## config.mk

```make
export PLATFORM = sky130hd
export DESIGN_NAME = mips_inst_encoder
export DESIGN_NICKNAME = d
export VERILOG_FILES = /design/src/rtl/mips_inst_encoder.sv
export SDC_FILE = /design/constraint.sdc
export NUM_CORES = 1
export LEC_CHECK = 0
export BUFFER_PORTS_ARGS = -buffer_cell sky130_fd_sc_hd__buf_2
export CAP_MARGIN = 20
export CORE_ASPECT_RATIO = 1.5
export CORE_MARGIN = 3
export CORE_UTILIZATION = 45
export CTS_CLUSTER_DIAMETER = 50
export CTS_CLUSTER_SIZE = 25
export DETAILED_ROUTE_END_ITERATION = 8
export PLACE_DENSITY = 0.75
export SETUP_SLACK_MARGIN = 0.4
export SKIP_LAST_GASP = 1
export SLEW_MARGIN = 0
export SYNTH_ARGS = -nofsm -noshare
export SYNTH_HDL_FRONTEND = slang
export SYNTH_SLANG_ARGS = --single-unit
```

## constraint.sdc

```tcl
create_clock -name clk -period 1.85 [get_ports clk]
set_input_delay 0.185 -clock clk [delete_from_list [all_inputs] [get_ports clk]]
set_output_delay 0.185 -clock clk [all_outputs]
set_load 0.01 [all_outputs]
```

## src/rtl/mips_inst_encoder.sv

```systemverilog
// Boot-time program loader: packs field-level MIPS32 instruction requests into words
// and writes them to instruction memory. Optional shift classes enabled by ENC_SHIFT_EN.
module mips_inst_encoder #(
    parameter int ADDR_W = 10
) (
    input  logic              clk,
    input  logic              rst,
    input  logic              req_valid,
    output logic              req_ready,
    input  logic [3:0]        req_cls,
    input  logic [4:0]        req_rs,
    input  logic [4:0]        req_rt,
    input  logic [4:0]        req_rd,
    input  logic [4:0]        req_shamt,
    input  logic [15:0]       req_imm,
    input  logic [25:0]       req_target,
    input  logic              req_last,
    output logic              imem_we,
    output logic [ADDR_W-1:0] imem_addr,
    output logic [31:0]       imem_wdata,
    output logic              cpu_hold,
    output logic              done,
    output logic              err,
    output logic [ADDR_W:0]   wr_count
);

    typedef enum logic [1:0] {S_IDLE, S_WRITE, S_DONE, S_FULL} state_t;

    state_t              state_q, state_d;
    logic [ADDR_W-1:0]   ptr_q, ptr_d;
    logic [ADDR_W:0]     cnt_q, cnt_d;
    logic [ADDR_W-1:0]   addr_q, addr_d;
    logic [31:0]         wdata_q, wdata_d;
    logic                last_q, last_d;
    logic                we_q, we_d;
    logic                err_q, err_d;
    logic                ready_q, ready_d;
    logic                hold_q, hold_d;
    logic                done_q, done_d;
    logic [32:0]         enc;

    // Returns {known, word}; known=0 marks an unsupported class.
    function automatic logic [32:0] encode(
        input logic [3:0]  cls,
        input logic [4:0]  rs,
        input logic [4:0]  rt,
        input logic [4:0]  rd,
        input logic [4:0]  sh,
        input logic [15:0] imm,
        input logic [25:0] tgt
    );
        logic [32:0] r;
        logic        keep_sh;
        r       = '0;
        keep_sh = 1'b0;
        case (cls)
            4'd0: r = {1'b1, 6'h00, rs, rt, rd, (keep_sh ? sh : 5'd0), 6'h20};
            4'd1: r = {1'b1, 6'h00, rs, rt, rd, 5'd0, 6'h25};
            4'd2: r = {1'b1, 6'h00, rs, 5'd0, 5'd0, 5'd0, 6'h08};
            4'd3: r = {1'b1, 32'h0000_000C};
            4'd4: r = {1'b1, 6'h2B, rs, rt, imm};
            4'd5: r = {1'b1, 6'h08, rs, rt, imm};
            4'd6: r = {1'b1, 6'h0F, 5'd0, rt, imm};
            4'd7: r = {1'b1, 6'h04, rs, rt, imm};
            4'd8: r = {1'b1, 6'h02, tgt};
            4'd9: r = {1'b1, 6'h03, tgt};
`ifdef ENC_SHIFT_EN
            4'd10: r = {1'b1, 6'h00, 5'd0, rt, rd, sh, 6'h00};
            4'd11: r = {1'b1, 6'h00, 5'd0, rt, rd, sh, 6'h02};
            4'd12: r = {1'b1, 6'h00, 5'd0, rt, rd, sh, 6'h03};
`endif
            default: r = '0;
        endcase
        return r;
    endfunction

    assign enc = encode(req_cls, req_rs, req_rt, req_rd, req_shamt, req_imm, req_target);

    always_comb begin
        state_d = state_q;
        ptr_d   = ptr_q;
        cnt_d   = cnt_q;
        addr_d  = addr_q;
        wdata_d = wdata_q;
        last_d  = last_q;
        we_d    = 1'b0;
        err_d   = err_q;
        case (state_q)
            S_IDLE: begin
                if (req_valid) begin
                    if (enc[32]) begin
                        wdata_d = enc[31:0];
                        addr_d  = ptr_q;
                        last_d  = req_last;
                        we_d    = 1'b1;
                        state_d = S_WRITE;
                    end else begin
                        err_d = 1'b1;
                    end
                end
            end
            S_WRITE: begin
                cnt_d = cnt_q + 1'b1;
                // The pointer saturates at the top of memory rather than wrapping.
                if (ptr_q != {ADDR_W{1'b1}}) ptr_d = ptr_q + 1'b1;
                if (last_q)                         state_d = S_DONE;
                else if (ptr_q == {ADDR_W{1'b1}})   state_d = S_FULL;
                else                                state_d = S_IDLE;
            end
            default: state_d = state_q;
        endcase
        ready_d = (state_d == S_IDLE);
        hold_d  = (state_d != S_DONE);
        done_d  = (state_d == S_DONE);
        if (state_d == S_FULL) err_d = 1'b1;
    end

    always_ff @(posedge clk) begin
        if (rst) begin
            state_q <= S_IDLE;
            ptr_q   <= '0;
            cnt_q   <= '0;
            addr_q  <= '0;
            wdata_q <= '0;
            last_q  <= 1'b0;
            we_q    <= 1'b0;
            err_q   <= 1'b0;
            ready_q <= 1'b1;
            hold_q  <= 1'b1;
            done_q  <= 1'b0;
        end else begin
            state_q <= state_d;
            ptr_q   <= ptr_d;
            cnt_q   <= cnt_d;
            addr_q  <= addr_d;
            wdata_q <= wdata_d;
            last_q  <= last_d;
            we_q    <= we_d;
            err_q   <= err_d;
            ready_q <= ready_d;
            hold_q  <= hold_d;
            done_q  <= done_d;
        end
    end

    assign req_ready  = ready_q;
    assign imem_we    = we_q;
    assign imem_addr  = addr_q;
    assign imem_wdata = wdata_q;
    assign cpu_hold   = hold_q;
    assign done       = done_q;
    assign err        = err_q;
    assign wr_count   = cnt_q;

endmodule

```

### Word-level counts from Yosys, hierarchy flattened

Cells that the tools add are included.
W data, S select, Z words.

| storage, ports and cells | value |
|---|---|
| output and inout port bits | 58 |
| bits of input ports | 70 |
| bits in registers | 71 |
| logic and storage cells | 51 |

| operators by class | value |
|---|---|
| mux-type cells | 11 |
| reductions and logical operators | 9 |
| bitwise logic cells | 2 |
| add/subtract/negate cells | 2 |
| equality and inequality tests | 16 |

Operators by type and width:

| cell | number |
|---|---|
| $pmux W33 S10 | 1 |
| $eq A4 B3 Y1 const B | 4 |
| $add A11 B1 Y11 const B | 1 |
| $add A10 B1 Y10 const B | 1 |
| $eq A10 B10 Y1 const B | 1 |
| $ne A10 B10 Y1 const B | 1 |
| $eq A4 B2 Y1 const B | 2 |
| $eq A4 B4 Y1 const B | 2 |
| $mux W2 | 4 |
| $reduce_and A3 Y1 | 2 |
| $mux W1 | 5 |
| $eq A2 B2 Y1 const B | 2 |
| $eq A4 B1 Y1 const B | 1 |
| $logic_not A2 Y1 | 2 |
| $logic_not A4 Y1 | 1 |
| $pmux W2 S2 | 1 |
| $reduce_bool A2 Y1 | 2 |
| $reduce_or A3 Y1 | 1 |
| $eq A2 B1 Y1 const B | 1 |
| $ne A2 B1 Y1 const B | 1 |
| $ne A2 B2 Y1 const B | 1 |
| $not A1 Y1 | 2 |
| $reduce_and A2 Y1 | 1 |

### Longest topological paths before layout

| logic depth | value |
|---|---|
| word-level depth | 8 |
| mapped depth | 7 |
| depth with buffers taken out | 5 |

### Least setup slack after synthesis

OpenSTA, ideal clock, no wires.

| timing path | value |
|---|---|
| kind | register to register |
| start point | register state_q[1] |
| end point | register wdata_q[10], in the netlist imem_wdata[10] |
| arrival | 1.382 ns |
| path buffers | 2 |
| library setup time | 0.132 ns |
| cell stages (with the launch flop) | 7 |
| period minus slack after synthesis | 1.514 ns |
| required time | 1.718 ns |
| setup slack | 0.336 ns |
| cells stage by stage | dfxtp_1 > buf_6 > nor3b_4 > nand2_1 > buf_2 > a221oi_1 > nor3_1 |

| between the ends | value |
|---|---|
| cells in the longest elaborated chain, start to end | 2 |

Ends and longest elaborated chain:

| element | RTL line | RTL |
|---|---|---|
| from (decl) | 29 | `state_t state_q, state_d;` |
| from (signal assigned) | 132 | `state_q <= state_d;` |
| $logic_not A2 Y1 | 88 | `case (state_q)` |
| $reduce_and A3 Y1 (no line) | - |  |
| to (signal assigned) | 136 | `wdata_q <= wdata_d;` |
| to (decl) | 33 | `logic [31:0] wdata_q, wdata_d;` |

No other way between the ends.
A chain may end at the register's enable or synchronous reset.

### Worst setup path after layout

| timing path | value |
|---|---|
| start point | register ptr_q[5] |
| end point | register ptr_q[9] |

| between the ends | value |
|---|---|
| cells in the longest elaborated chain, start to end | 2 |
| elaborated cells between the ends (all ways) | 3 |
| classes of those cells | add/sub (1); eq/ne (1); reduce/logical (1) |

Ends and longest elaborated chain:

| element | RTL line | RTL |
|---|---|---|
| from (decl) | 30 | `logic [ADDR_W-1:0] ptr_q, ptr_d;` |
| from (signal assigned) | 133 | `ptr_q <= ptr_d;` |
| branches (longest 2 deep; another with $add A10 B1 Y10) | - |  |

Parallel ways; which one is timed is not known.

==> impl_metrics.env <==
export IMPL_r2r_start="ptr_q[5]$_SDFFE_PP0P_"
export IMPL_grt_use_total_pct=22.21
export IMPL_yosysSeqAreaShare_pct=45.03
export IMPL_startpoint="ptr_q[5]$_SDFFE_PP0P_"
export IMPL_cts_path_max_buffers=2
export IMPL_vias=3122
export IMPL_detail_route_antenna_nets=0
export IMPL_crit_end="ptr_q[9]$_SDFFE_PP0P_"
export IMPL_ys_ff_latch=70
export IMPL_yosysTopAreaCell="dfxtp_1"
export IMPL_setup_violations_final=0
export IMPL_synthTopCellsByCount="dfxtp_1 (70), nor2_1 (56), nand2_1 (36)"
export IMPL_r2r_end="ptr_q[9]$_SDFFE_PP0P_"
export IMPL_worstPathRequired_ns=2.09
export IMPL_worst_ir_drop_vdd_mv=0.5207
export IMPL_synth_area_leaders="dfxtp_1 (45%), nor2_1 (6.8%), nand2_1 (4.3%), nor3_1 (3.9%), a221oi_1 (3.7%)"
export IMPL_clk_latency_ns=0.34
export IMPL_root_buffer="clkbuf_8"
export IMPL_p_leak_nw=1.869
export IMPL_cts_tree="done"
export IMPL_fin_crit_sh_pct=81.15
export IMPL_ys_flop_type="dfxtp_1"
export IMPL_clk_pin_slew_ns=0.07
export IMPL_drv_cap=0
export IMPL_syn_to_final_growth_pct=35.30
export IMPL_nets=563
export IMPL_syn_inst=361
export IMPL_synthesis_nets=433
export IMPL_remaining_drc_errors=0
export IMPL_grt_pass1_vias=3017
export IMPL_port_buffer_count=121
export IMPL_die_h_um=107.8
export IMPL_fillers=565
export IMPL_crit_arrival_ns=1.74
export IMPL_grt_pass1_wl_um=13690
export IMPL_wl_um=8492
export IMPL_vias_per_cell=5.477
export IMPL_synthArstFlopShare_pct=0
export IMPL_synth_top_area_share_pct=45.03
export IMPL_hold_path_class="in2reg"
export IMPL_wl_per_cell_um=14.90
export IMPL_finalSetupTns_ns=0
export IMPL_grt_remaining_overflow=0
export IMPL_hold_violations=0
export IMPL_status="finished clean"
export IMPL_slew_violations=0
export IMPL_p_per_area_nw_per_um2=749.7
export IMPL_slew_headroom_pct=64.23
export IMPL_holdPathStages=3
export IMPL_synth_cell_types=48
export IMPL_htreeDepth=3
export IMPL_drtPass1Iterations=4
export IMPL_startpoint_type="flip-flop"
export IMPL_fin_util_pct=63.59
export IMPL_die_width_um=73.90
export IMPL_worst_setup_path_type="reg2reg"
export IMPL_rsz0062_at_grt="yes"
export IMPL_grt_max_degree=37
export IMPL_antennaDiodeCount=0
export IMPL_instances_no_fill=570
export IMPL_synth_edff_count=0
export IMPL_synth_avg_cell_area_um2=8.620
export IMPL_dp_cells=545
export IMPL_endpoint_kind="flip-flop"
export IMPL_finClkSkew_ns=0.004013
export IMPL_yosysWarnings=0
export IMPL_pin_count=128
export IMPL_period_needed_ns=1.501
export IMPL_ctsHoldBuffers=0
export IMPL_cts_sinks=70
export IMPL_hpwlAfterDp_um=5934
export IMPL_num_rows=36
export IMPL_cp_max_fo=6
export IMPL_coreArea_um2=6621
export IMPL_fmax_ghz=0.6661
export IMPL_cts_inserted_buffers=9
export IMPL_place_congestion=0.7905
export IMPL_synthMostInstantiatedCell="dfxtp_1"
export IMPL_syn_area_um2=3112
export IMPL_die_area_um2=7969
export IMPL_initial_core_util_pct=47.00
export IMPL_drt_iter0_markers=103
export IMPL_max_slew_worst_pin_slew_ns=0.5366
export IMPL_drive_above_1_share_pct=40.08
export IMPL_total_power_w=0.003157
export IMPL_holdWs_ns=0.1083
export IMPL_rrSetupSlack_ns=0.35
export IMPL_r2r_cells=5
export IMPL_antenna_found_initial=0
-- cell type report --
| class | instances | area, um2 | area share [%] |
|---|---|---|---|
| clock inverters | 1 | 7.507 | 0.1783 |
| inverters | 6 | 22.52 | 0.5349 |
| repair buffers | 145 | 828.3 | 19.67 |
| well taps | 76 | 95.09 | 2.259 |
| multi-input cells | 259 | 1675 | 39.79 |
| flip-flops and latches | 70 | 1433 | 34.03 |
| clock buffers | 13 | 148.9 | 3.536 |
-- worst max-delay path, stage by stage (launching register included) --
cell	delay, ns
dfxtp_2	0.39
nand4_4	0.17
o31ai_4	0.31
buf_4	0.19
nor3_2	0.05
mux2_2	0.27
-- power by group --
group / internal [W] / total (W) / switching (W)
combinational: 0.000238 / 0.000514 / 0.000276
clock: 0.000510 / 0.00104 / 0.000532
sequential: 0.00156 / 0.00160 / 0.0000358
total: 0.00231 / 0.00316 / 0.000844
-- logic make-up (layout without fill, tap and decap cells) --
family / Yosys count / after routing / synth area share [%]
adders and majority gates: 2 / 2 / 0.8041
AOI/OAI and AO/OA: 77 / 77 / 17.25
DFF: 70 / 70 / 45.03
muxes: 10 / 10 / 3.257
and+or+nand+nor: 154 / 155 / 23.92
other: 1 / 1 / 0.1205
xor gates and xnor gates: 14 / 14 / 3.941
buffers and inverters: 33 / 165 / 5.669
-- flip-flops by register name (all words and copies together), names as in the netlist --
name	count
imem_wdata	31
wr_count	11
imem_addr	10
ptr_q	10
state_q	2
cpu_hold	1
done	1
err	1
imem_we	1
last_q	1
req_ready	1
-- through the flow --
| step | worst slack (ns) | instance area, um2 |
|---|---|---|
| finish | 0.3487 | 4210 |
| floorplan | 0.3719 | 3134 |
| global route | 0.3000 | 4210 |
| global placement | 0.2560 | 3784 |
| detailed placement | 0.2165 | 3784 |
| CTS | 0.3651 | 4111 |
-- cells in the final DEF (no fill, tap or decap), types with 7 or more instances in the layout --
cell / count
nor3_1: 22
a21oi_1: 20
nor2_1: 56
nand2_1: 34
dfxtp_1: 55
clkbuf_8: 10
dfxtp_2: 10
buf_4: 19
a221oi_1: 7
a211oi_1: 13
xor2_1: 12
mux2i_1: 9
buf_2: 122
-- timing repair --
| item | 4_1_cts | 5_1_grt |
|---|---|---|
| setup endpoints to repair | 44 | 41 |
| buffers inserted | 7 | 1 |
| cloned | 2 | 1 |
| gates resized for setup | 24 | 22 |
| pin swaps | 3 | 1 |
-- worst min path at each step --
stage                               from                          to  slack (ns)
6_report                      req_imm[3]  imem_wdata[3]$_SDFFE_PP0P_        0.11
5_1_grt                       req_imm[3]  imem_wdata[3]$_SDFFE_PP0P_        0.11
4_1_cts                       req_imm[3]  imem_wdata[3]$_SDFFE_PP0P_        0.09
3_5_place_dp   imem_addr[7]$_SDFFE_PP0P_   imem_addr[7]$_SDFFE_PP0P_        0.44
3_3_place_gp   imem_addr[5]$_SDFFE_PP0P_   imem_addr[5]$_SDFFE_PP0P_        0.44
2_1_floorplan                   req_last         last_q$_SDFFE_PP0P_        0.32
-- layer usage --
| metal | global-route usage [%] | routed length (um) |
|---|---|---|
| met1 | 23.90 | 3210 |
| met2 | 38.64 | 4508 |
| met3 | 5.701 | 520 |
| met4 | 11.66 | 252 |
| met5 | 0 | 0 |
Power figures use the tool's default switching activity.
